--- config.mk ---
export PLATFORM = sky130hd
export DESIGN_NAME = subroutine_return_stack
export DESIGN_NICKNAME = d
export VERILOG_FILES = /design/src/rtl/subroutine_return_stack_pkg.sv /design/src/rtl/subroutine_return_stack.sv
export SDC_FILE = /design/constraint.sdc
export NUM_CORES = 1
export LEC_CHECK = 0
export ABC_CLOCK_PERIOD_IN_PS = 7050
export BUFFER_PORTS_ARGS = -buffer_cell sky130_fd_sc_hd__buf_2
export CORE_UTILIZATION = 25
export CTS_CLUSTER_DIAMETER = 120
export DETAILED_ROUTE_END_ITERATION = 10
export PLACE_DENSITY_LB_ADDON = 0.1
export SLEW_MARGIN = 0
export SYNTH_ARGS = -nofsm -noshare
export SYNTH_HDL_FRONTEND = slang
export SYNTH_SLANG_ARGS = --single-unit
--- constraint.sdc ---
create_clock -name clk -period 7.05 [get_ports clk]
set_input_delay 0.705 -clock clk [delete_from_list [all_inputs] [get_ports clk]]
set_output_delay 0.705 -clock clk [all_outputs]
set_load 0.01 [all_outputs]
--- src/rtl/subroutine_return_stack_pkg.sv ---
// Shared controller definitions for the sequencer and the return-address stack.
package subroutine_return_stack_pkg;

  // Default return-address width; matches the program counter.
  localparam int SRS_ADDR_W = 32;

  // Next-address mux select encodings used by the sequencer.
  typedef enum logic [1:0] {
    NA_SEL_PC         = 2'b00,
    NA_SEL_SUBROUTINE = 2'b01,
    NA_SEL_SECOND     = 2'b10,
    NA_SEL_BRANCH     = 2'b11
  } next_addr_sel_e;

endpackage

--- src/rtl/subroutine_return_stack.sv ---
// Return-address LIFO feeding the microprogrammed controller's next-address mux.
// Outputs are pure decodes of registered state; push/pop take effect at the edge.
module subroutine_return_stack
  import subroutine_return_stack_pkg::*;
#(
  parameter int ADDR_W = SRS_ADDR_W,
  parameter int DEPTH  = 4,
  localparam int CNT_W = $clog2(DEPTH + 1)
) (
  input  logic              clk,
  input  logic              reset,
  input  logic              push,
  input  logic              pop,
  input  logic [ADDR_W-1:0] push_addr,
  input  logic              clr_err,
  output logic [ADDR_W-1:0] subroutine_addr,
  output logic [ADDR_W-1:0] second_addr,
  output logic [CNT_W-1:0]  count,
  output logic              empty,
  output logic              full,
  output logic              overflow,
  output logic              underflow
);

  localparam int IDX_W = (DEPTH > 1) ? $clog2(DEPTH) : 1;

  logic [ADDR_W-1:0] entries_q [DEPTH];
  logic [ADDR_W-1:0] entries_d [DEPTH];
  logic [CNT_W-1:0]  count_q, count_d;
  logic              overflow_q, overflow_d;
  logic              underflow_q, underflow_d;

  logic              is_empty, is_full;
  logic [IDX_W-1:0]  top_idx, second_idx, wr_idx;

  // Status and index decode from the current pointer.
  always_comb begin
    is_empty   = (count_q == '0);
    is_full    = (count_q == CNT_W'(DEPTH));
    top_idx    = IDX_W'(count_q - CNT_W'(1));
    second_idx = IDX_W'(count_q - CNT_W'(2));
    wr_idx     = IDX_W'(count_q);
  end

  // Next-state: push / pop / tail-call replace, with sticky error flags (set beats clear).
  always_comb begin
    entries_d   = entries_q;
    count_d     = count_q;
    overflow_d  = overflow_q & ~clr_err;
    underflow_d = underflow_q & ~clr_err;
    if (push && !pop) begin
      if (is_full) begin
        overflow_d = 1'b1;
      end else begin
        entries_d[wr_idx] = push_addr;
        count_d           = count_q + CNT_W'(1);
      end
    end else if (pop && !push) begin
      if (is_empty) begin
        underflow_d = 1'b1;
      end else begin
        count_d = count_q - CNT_W'(1);
      end
    end else if (push && pop) begin
      if (is_empty) begin
        underflow_d = 1'b1;
      end else begin
        entries_d[top_idx] = push_addr;
      end
    end
  end

  // State registers; reset clears entries, pointer and flags.
  always_ff @(posedge clk) begin
    if (reset) begin
      entries_q   <= '{default: '0};
      count_q     <= '0;
      overflow_q  <= 1'b0;
      underflow_q <= 1'b0;
    end else begin
      entries_q   <= entries_d;
      count_q     <= count_d;
      overflow_q  <= overflow_d;
      underflow_q <= underflow_d;
    end
  end

  // Output decode: non-valid positions read as zero regardless of stale contents.
  always_comb begin
    subroutine_addr = is_empty ? '0 : entries_q[top_idx];
    second_addr     = (count_q < CNT_W'(2)) ? '0 : entries_q[second_idx];
    count           = count_q;
    empty           = is_empty;
    full            = is_full;
    overflow        = overflow_q;
    underflow       = underflow_q;
  end

endmodule

==> flow_summary.ini, run 1 <==
[global_routing]
grt_pass1_wl_um = 32600
grt_overflow_total = 0
grt_max_degree = 101
antenna_found_initial = 0
grt_use_total_pct = 14.0
first_global_vias = 5615

[flow_run]
maxCapViolations = 0

[setup_path]
arrival_ps = 3120
timing.critical_path.required_ps = 6340
crit_buf_inv = 3
critical_path_cell_with_the_highest_stage_delay = sky130_fd_sc_hd__ha_2
critical_path.top_delay_family = buffers and inverters
setup.worst_path.end = subroutine_addr[23]
critical_path_class = flip-flop to primary output
crit_path_start = count[0]
crit_path_start_kind = flip-flop
reg2reg_slack_ps = 4010
critical_path.reg2reg.startpoint = count[0]
critical_path.endpoint_type = primary output
number_of_gates_on_the_worst_path_with_buffers_counted = 6
end_of_the_worst_register_to_register_path = entries_q[109]
worst_path_largest_cell_delay_ps = 740
timing.reg2reg.worst_path_depth = 7
critical_path.max_fanout = 18
timing.critical_path.cells = inv_1 -> ha_2 -> buf_4 -> mux4_2 -> nor2b_1 -> buf_2

[placement]
placement.io_buffers = 107
routabilityCongestion = 0.720
placed_cells_incl_taps = 1107
detailedPlacementHpwl_um = 12800

[yosys]
synth-compound-area-share_pct = 1.45
mappedNetlistNets = 702
synth.area.mux_share_pct = 36.4
post_synth_xor_area_fraction_pct = 0.350
synth_seq_cells = 133
synth_simple_gate_area_share_pct = 20.6
ys_top_cells_by_area = sky130_fd_sc_hd__dfxtp_1, sky130_fd_sc_hd__mux4_2, sky130_fd_sc_hd__mux2i_1, sky130_fd_sc_hd__nand2b_1, sky130_fd_sc_hd__nor2b_1
yosys.area.top_type = sky130_fd_sc_hd__dfxtp_1
synth-seq-area-share_pct = 35.4
synthesized_area_fraction_occupied_by_adder_cells_pct = 0.832
synth.avg_cell_area_um2 = 11.4
synth.lib_cells_used.distinct = 37
dominant_combinational_cell_family_by_area_after_synthesis = multiplexers
synth-warning-count = 0
syn_area_mm2 = 0.00752
synth_top_area_share_pct = 35.4
post_synthesis_instance_total = 660

[clock_tree]
clkLatencyLatePin_ps = 430
cts.reportedPaths.clkPinSlew_ps = 70
post_cts_hold_buffer_count = 0
clock_path_buffers = 2
cts_inserted_buffers = 17
post_cts_resize_count = 0
tritoncts = yes
ctsRootBufferMaster = sky130_fd_sc_hd__clkbuf_16
htree_num_levels = 4
cts_num_sinks = 133
post_cts.repair.setup_buffers = 0

[routing]
via_per_inst = 4.61
route.detailed.drc = 0
route.top_layer_used = met4
number_of_violations_reported_at_the_end_of_detailed_routing_iteration_0 = 277
detailroute.wirelength.met2_um = 10700
route.layer.met1.wl_um = 9520
detailroute.wirelength.met3_um = 477
route.antenna.remaining_nets = 0
drt_pre_antenna_iters = 5
wl_um = 20900
vias = 5254
drt-wirelength-per-cell_um = 18.4

[sta]
final.setup.tns_ps = 0
finalMaxSlewViolations = 0
report.final.hold_viol_count = 0
min_period_over_period_pct = 54.3
fmaxAchievable_ghz = 0.261
worst_pin_slew_ps = 961
final-setup-viol-count = 0
min_period_ps = 3830
timing.slew.headroom_pct = 35.9
clock_skew_ps = 16.3
rsz0062_at_grt = false

[power]
power.combinational.fraction_pct = 24.4
power_leakage_nw = 3.77
p_switching_mw = 0.775
p_seq_share_pct = 36.9
internal-power_mw = 1.51
clock_power_share_pct = 38.7
worst_ir_drop_vdd_mv = 0.152
power_per_cell_area_mw_per_mm2 = 258
power.switching_fraction_pct = 33.9

[die]
std_cell_rows = 63
die_area_mm2 = 0.0308
placeableCoreArea_mm2 = 0.0296
initial_utilization_pct = 25.4
die_height_um = 175
pin_count = 108
die_width_um = 175

[final_layout]
finish.cell_count_without_fillers = 1139
seq_cell_area_mm2 = 0.00267
diode_insertion_count_for_antenna_repair = 0
area_growth_from_synthesis_to_final_layout_pct = 17.9
multi_input_comb_area_mm2 = 0.00451
layout-drive-gt1-share_pct = 29.9
num-nets-final = 778
filler_cell_count = 3092

[outcome]
status = completed

[min_path]
class_of_the_worst_hold_path = flip-flop to flip-flop
## power by group through the flow
stage / logic (mW) / clock network, mW / registers [mW]
2_1_floorplan: 0.433 / 0 / 0.839
3_3_place_gp: 0.571 / 0 / 0.857
3_5_place_dp: 0.574 / 0 / 0.860
4_1_cts: 0.576 / 0.915 / 0.843
5_1_grt: 0.606 / 0.944 / 0.850
6_report: 0.557 / 0.884 / 0.843
## logic make-up after synthesis
| logic type | count (synthesis) |
|---|---|
| flip-flops | 133 |
| multiplexers | 193 |
| XOR/XNOR | 3 |
| AND/OR/NAND/NOR | 250 |
| adder cells (fa/ha/maj) | 5 |
| buffers and inverters | 64 |
| AO/OA/AOI/OAI | 12 |
## synthesized netlist by cell type
cell type and instances:
sky130_fd_sc_hd__a211oi_1 1, sky130_fd_sc_hd__a21oi_1 1, sky130_fd_sc_hd__a221oi_1 1, sky130_fd_sc_hd__a22oi_1 2, sky130_fd_sc_hd__a31oi_1 1, sky130_fd_sc_hd__a32o_1 1, sky130_fd_sc_hd__and2_1 1, sky130_fd_sc_hd__and2_4 2
sky130_fd_sc_hd__buf_1 1, sky130_fd_sc_hd__buf_12 2, sky130_fd_sc_hd__buf_2 15, sky130_fd_sc_hd__buf_4 10, sky130_fd_sc_hd__buf_6 6, sky130_fd_sc_hd__clkbuf_1 24, sky130_fd_sc_hd__dfxtp_1 133, sky130_fd_sc_hd__ha_1 5
sky130_fd_sc_hd__inv_1 6, sky130_fd_sc_hd__mux2i_1 129, sky130_fd_sc_hd__mux4_2 64, sky130_fd_sc_hd__nand2_1 5, sky130_fd_sc_hd__nand2_2 1, sky130_fd_sc_hd__nand2b_1 162, sky130_fd_sc_hd__nand3_1 2, sky130_fd_sc_hd__nand3b_1 1
sky130_fd_sc_hd__nor2_1 6, sky130_fd_sc_hd__nor2b_1 66, sky130_fd_sc_hd__nor2b_2 1, sky130_fd_sc_hd__nor3b_1 1, sky130_fd_sc_hd__nor3b_2 1, sky130_fd_sc_hd__nor4_1 1, sky130_fd_sc_hd__o21ai_0 1, sky130_fd_sc_hd__o21ai_1 1
sky130_fd_sc_hd__o21ai_2 1, sky130_fd_sc_hd__o311a_1 1, sky130_fd_sc_hd__o32ai_4 1, sky130_fd_sc_hd__xnor2_1 2, sky130_fd_sc_hd__xor2_1 1
## flip-flops by register name, indices dropped and copies added, names as in the netlist
register,count
underflow,1
count,3
entries_q,128
overflow,1
## cells in the final DEF, fill, tap and decap left out, types with 2 or more instances in the layout
cell type	n
sky130_fd_sc_hd__nor2_1	5
sky130_fd_sc_hd__mux4_2	64
sky130_fd_sc_hd__a22oi_1	2
sky130_fd_sc_hd__buf_2	106
sky130_fd_sc_hd__inv_6	5
sky130_fd_sc_hd__nor2b_1	66
sky130_fd_sc_hd__nand2b_1	162
sky130_fd_sc_hd__clkbuf_16	17
sky130_fd_sc_hd__mux2i_1	129
sky130_fd_sc_hd__and2_4	2
sky130_fd_sc_hd__nand3_1	2
sky130_fd_sc_hd__dfxtp_1	131
sky130_fd_sc_hd__nand2_1	3
sky130_fd_sc_hd__ha_1	4
sky130_fd_sc_hd__buf_4	9
sky130_fd_sc_hd__xnor2_1	2
sky130_fd_sc_hd__inv_1	6
sky130_fd_sc_hd__inv_8	6
sky130_fd_sc_hd__clkinv_4	2
sky130_fd_sc_hd__nand2_2	3
## worst min-delay path by stage
stage / startpoint / to / slack [ps] / cells past startpoint
after floorplan: entries_q[19] / entries_q[19] / 460 / 2
after global placement: entries_q[99] / entries_q[99] / 470 / 2
after detailed placement: entries_q[35] / entries_q[35] / 470 / 2
after CTS: entries_q[44] / entries_q[44] / 490 / 2
after global routing: entries_q[114] / entries_q[114] / 510 / 2
final: entries_q[44] / entries_q[44] / 490 / 2
## layout make-up
class	instances	share of cell area [%]
tap	390	5.51
sequential	133	30.1
clock buffer	17	4.80
clock inverter	15	1.72
inverter	6	0.254
timing repair buffer	115	6.75
multi-input combinational	463	50.9
## metrics by stage
step / util, % / power, mW / hold slack [ps] / area [µm²] / worst slack [ps]
2_1_floorplan: - / 1.27 / 456 / 7520 / 3770
3_3_place_gp: 28.0 / 1.43 / 468 / 8280 / 3610
3_5_place_dp: 28.0 / 1.43 / 475 / 8280 / 3600
4_1_cts: 29.9 / 2.33 / 489 / 8860 / 3130
5_1_grt: 29.9 / 2.40 / 510 / 8860 / 3020
6_report: 29.9 / 2.28 / 488 / 8860 / 3220
## per-layer routing
| layer | vias to the layer above | GRT usage, % |
|---|---|---|
| met1 | 2679 | 17.5 |
| met4 | 0 | 3.91 |
| met3 | 9 | 2.38 |
| li1 | 2468 | - |
| met2 | 98 | 24.7 |
| met5 | - | 0 |
## worst register-to-register path: cells and delay by family (launching register included)
kind	cells	cell delay, ps
multiplexers	2	330
AND/OR/NAND/NOR	2	470
buffers and inverters	2	1280
adder cells (fa/ha/maj)	1	330
flip-flops	1	510
Note: power is estimated with default switching activity, not from simulation.
==> inputs of run 2 (changes only) <==
- ABC_CLOCK_PERIOD_IN_PS: 7050 -> 3100
- clock period: 7.05 -> 3.1 ns (I/O delays scaled with it)
==> flow_summary.ini, run 2 (synthesis results as in run 1) <==
[routing]
number_of_violations_reported_at_the_end_of_detailed_routing_iteration_0 = 289
via_per_inst = 4.51
vias = 5163
drt_pre_antenna_iters = 4
drt-wirelength-per-cell_um = 18.3
wl_um = 21000
route.detailed.drc = 0
route.antenna.remaining_nets = 0

[final_layout]
final_area_mm2 = 0.00902
layout-drive-gt1-share_pct = 30.3
layout.cells.most_common = sky130_fd_sc_hd__nand2b_1
area_growth_from_synthesis_to_final_layout_pct = 20.0
finish.cell_count_without_fillers = 1145
diode_insertion_count_for_antenna_repair = 0
regMostFlops = entries_q
most-common-layout-cells = sky130_fd_sc_hd__nand2b_1, sky130_fd_sc_hd__dfxtp_1, sky130_fd_sc_hd__mux2i_1, sky130_fd_sc_hd__buf_2, sky130_fd_sc_hd__nor2b_1
max_reg_flops = 128
num-nets-final = 784

[setup_path]
critical_path_cell_with_the_highest_stage_delay = sky130_fd_sc_hd__mux4_2
timing.critical_path.required_ps = 2790
critical_path.endpoint_type = primary output
critical_path.max_fanout = 10
critical_path.top_delay_family = multiplexers
crit_path_start_kind = flip-flop
critical_path_class = flip-flop to primary output
timing.critical_path.cells = inv_1 -> ha_2 -> buf_4 -> mux4_2 -> nor2b_1 -> buf_2
arrival_ps = 2380
crit_buf_inv = 3
worst_path_largest_cell_delay_ps = 520

[sta]
timing.slew.headroom_pct = 39.2
final.setup.worst_slack_ps = 408
min_period_over_period_pct = 86.8
clock_skew_ps = 7.55
final.setup.tns_ps = 0
report.final.hold_viol_count = 0
worst_pin_slew_ps = 909
min_period_ps = 2690
fmaxAchievable_ghz = 0.372
final-setup-viol-count = 0
finalMaxSlewViolations = 0
rsz0062_at_grt = false

[die]
die_height_um = 175
placeableCoreArea_mm2 = 0.0296
pin_count = 108
std_cell_rows = 63
die_area_mm2 = 0.0308
die_width_um = 175
initial_utilization_pct = 25.4

[clock_tree]
clkLatencyLatePin_ps = 420
cts_inserted_buffers = 17
ctsRootBufferMaster = sky130_fd_sc_hd__clkbuf_16
post_cts_resize_count = 0
clock_path_buffers = 2
tritoncts = yes
cts_num_sinks = 133
htree_num_levels = 4
post_cts_hold_buffer_count = 0
post_cts.repair.setup_buffers = 0
cts.reportedPaths.clkPinSlew_ps = 60

[min_path]
class_of_the_worst_hold_path = primary input to flip-flop

[placement]
placement.io_buffers = 107
setup_slack_after_placement_ps = 588
placed_cells_incl_taps = 1113
detailedPlacementHpwl_um = 13400
placed_area_mm2 = 0.00838
routabilityCongestion = 0.706

[global_routing]
antenna_found_initial = 0
grt_max_degree = 91
grt_pass1_wl_um = 33000
grt_overflow_total = 0
first_global_vias = 5626
grt_use_total_pct = 14.2

[power]
power_per_cell_area_mw_per_mm2 = 601
total_power_mw = 5.42
worst_ir_drop_vdd_mv = 0.366
power_leakage_nw = 3.84

[outcome]
status = completed

[flow_run]
maxCapViolations = 0
==> run 2: cell types whose count changed in the layout (fill, tap and decap cells not counted), moves of 2 or more <==
cell | previous run | this run
sky130_fd_sc_hd__clkinvlp_4 | 1 | 3
sky130_fd_sc_hd__buf_4 | 9 | 11
sky130_fd_sc_hd__inv_6 | 5 | 0
sky130_fd_sc_hd__buf_12 | 0 | 4
sky130_fd_sc_hd__bufinv_16 | 0 | 3
sky130_fd_sc_hd__clkbuf_8 | 0 | 3
sky130_fd_sc_hd__inv_8 | 6 | 0
==> run 2: worst min-delay path: stages <==
cell and delay (ps):
sky130_fd_sc_hd__buf_2 80, sky130_fd_sc_hd__nand2b_1 100, sky130_fd_sc_hd__mux2i_1 130
==> run 2: power breakdown <==
part | internal (mW) | switching [mW]
Clock | 1.38 | 0.797
Combinational | 0.586 | 0.761
Sequential | 1.82 | 0.0838
==> run 2: final timing paths <==
kind / cells past startpoint / slack, ps / startpoint / end
worst max-delay path: 6 / 410 / count[0] / subroutine_addr[27]
worst max register to register: 6 / 640 / count[0] / entries_q[39]
worst min register to register: 2 / 490 / entries_q[28] / entries_q[28]
worst min-delay path: 3 / 220 / push_addr[2] / entries_q[66]
==> run 2: area by class of cell <==
type                            count  area, µm²
Clock buffer                       22        495
Clock inverter                     10        144
Fill cell                        3067      20600
Inverter                            6       22.5
Multi-Input combinational cell    463       4510
Sequential cell                   133       2670
Tap cell                          390        488
Timing Repair Buffer              121        693
==> run 2: layer usage <==
layer	global-route usage, %	vias up	routed length, µm
li1	-	2463	-
met1	17.4	2561	9380
met2	24.6	110	10500
met3	2.99	29	706
met4	5.11	0	391
met5	0	-	0
==> run 2: metrics by stage <==
stage / hold WS, ps / utilization (%)
final: 220 / 30.4
after detailed placement: 480 / 28.3
after global placement: 466 / 28.3
after floorplan: 456 / -
after CTS: 204 / 30.4
after global routing: 241 / 30.4
==> inputs of run 3 (changes only) <==
- CORE_MARGIN: default -> 2
==> flow_summary.ini, run 3 (synthesis results as in run 1) <==
[routing]
wl_um = 20700
number_of_violations_reported_at_the_end_of_detailed_routing_iteration_0 = 217
drt-wirelength-per-cell_um = 18.0
via_per_inst = 4.57
route.detailed.drc = 0
route.antenna.remaining_nets = 0
vias = 5255
drt_pre_antenna_iters = 4

[power]
power_per_cell_area_mw_per_mm2 = 575
power_leakage_nw = 3.80
worst_ir_drop_vdd_mv = 0.296

[final_layout]
most-common-layout-cells = sky130_fd_sc_hd__nand2b_1, sky130_fd_sc_hd__dfxtp_1, sky130_fd_sc_hd__mux2i_1, sky130_fd_sc_hd__buf_2, sky130_fd_sc_hd__nor2b_1
multi_input_comb_area_mm2 = 0.00451
num-nets-final = 788
seq_cell_area_mm2 = 0.00267
layout.cells.most_common = sky130_fd_sc_hd__nand2b_1
layout-drive-gt1-share_pct = 30.8
diode_insertion_count_for_antenna_repair = 0
regMostFlops = entries_q
max_reg_flops = 128
filler_cell_count = 3165
area_growth_from_synthesis_to_final_layout_pct = 18.8

[clock_tree]
clkLatencyLatePin_ps = 430
cts_inserted_buffers = 17
post_cts_hold_buffer_count = 0
cts.reportedPaths.clkPinSlew_ps = 70
post_cts.repair.setup_buffers = 0
ctsRootBufferMaster = sky130_fd_sc_hd__clkbuf_16
post_cts_resize_count = 0
cts_num_sinks = 133
clock_path_buffers = 2
tritoncts = yes
htree_num_levels = 4

[sta]
min_period_ps = 2640
timing.slew.headroom_pct = 50.2
finalMaxSlewViolations = 0
rsz0062_at_grt = false
clock_skew_ps = 15.3
worst_pin_slew_ps = 747
min_period_over_period_pct = 85.2
holdWs_ps = 232
final-setup-viol-count = 0
fmaxAchievable_ghz = 0.379
report.final.hold_viol_count = 0
final.setup.tns_ps = 0

[setup_path]
crit_path_start_kind = flip-flop
arrival_ps = 2330
timing.critical_path.required_ps = 2790
critical_path.max_fanout = 11
critical_path.endpoint_type = primary output
critical_path_class = flip-flop to primary output

[die]
die_height_um = 177
placeableCoreArea_mm2 = 0.0296
pin_count = 108
initial_utilization_pct = 25.4
std_cell_rows = 63
die_area_mm2 = 0.0315
die_width_um = 177

[global_routing]
grt_pass1_wl_um = 32300
grt_overflow_total = 0
antenna_found_initial = 0
grt_use_total_pct = 13.6
first_global_vias = 5569
grt_max_degree = 166

[placement]
detailedPlacementHpwl_um = 13100
placement.io_buffers = 107
routabilityCongestion = 0.721

[min_path]
class_of_the_worst_hold_path = primary input to flip-flop

[flow_run]
maxCapViolations = 0

[outcome]
status = completed
run 3: area by class of cell:
| class | instances | share of cell area, % |
|---|---|---|
| flip-flops and latches | 133 | 29.9 |
| clock inverters | 15 | 1.37 |
| multi-input cells | 463 | 50.5 |
| clock buffers | 17 | 4.76 |
| well taps | 390 | 5.46 |
| repair buffers | 125 | 7.82 |
| inverters | 6 | 0.252 |
run 3: stage by stage:
| stage | utilization (%) | setup WS (ps) | power, mW | instance area, µm² | std cells |
|---|---|---|---|---|---|
| 3_3_place_gp | 28.3 | 726 | 3.29 | 8380 | 1117 |
| 2_1_floorplan | - | 217 | 2.89 | 7520 | 660 |
| 5_1_grt | 30.1 | 341 | 5.40 | 8930 | 1149 |
| 6_report | 30.1 | 460 | 5.13 | 8930 | 1149 |
| 3_5_place_dp | 28.3 | 691 | 3.31 | 8380 | 1117 |
| 4_1_cts | 30.1 | 411 | 5.24 | 8930 | 1149 |
run 3: path summary, 6_finish.rpt:
| check | start | endpoint | cells past startpoint | slack, ps |
|---|---|---|---|---|
| setup reg to reg | count[1] | entries_q[42] | 6 | 740 |
| hold / removal | push_addr[8] | entries_q[8] | 3 | 230 |
| hold reg to reg | entries_q[40] | entries_q[40] | 2 | 490 |
| setup / recovery | count[0] | subroutine_addr[22] | 6 | 460 |
run 3: layer usage:
metal	track usage (%)	part of all wire, %	vias up	wire, µm
met2	23.5	50	103	10300
met3	3.00	3.6	20	749
met5	0	0	-	0
met1	16.7	45	2644	9310
met4	4.17	1.4	0	286
li1	-	-	2488	-
run 3: report_power, final:
| part | internal [mW] | total (mW) | switching, mW |
|---|---|---|---|
| registers | 1.82 | 1.90 | 0.0801 |
| clock network | 1.04 | 1.90 | 0.857 |
| logic | 0.581 | 1.34 | 0.759 |
run 3: worst max-delay path, stage by stage (launching register included):
cell and delay (ps):
sky130_fd_sc_hd__dfxtp_4 350, sky130_fd_sc_hd__inv_1 100, sky130_fd_sc_hd__ha_2 360, sky130_fd_sc_hd__buf_4 270
sky130_fd_sc_hd__mux4_2 540, sky130_fd_sc_hd__nor2b_1 140, sky130_fd_sc_hd__buf_2 150
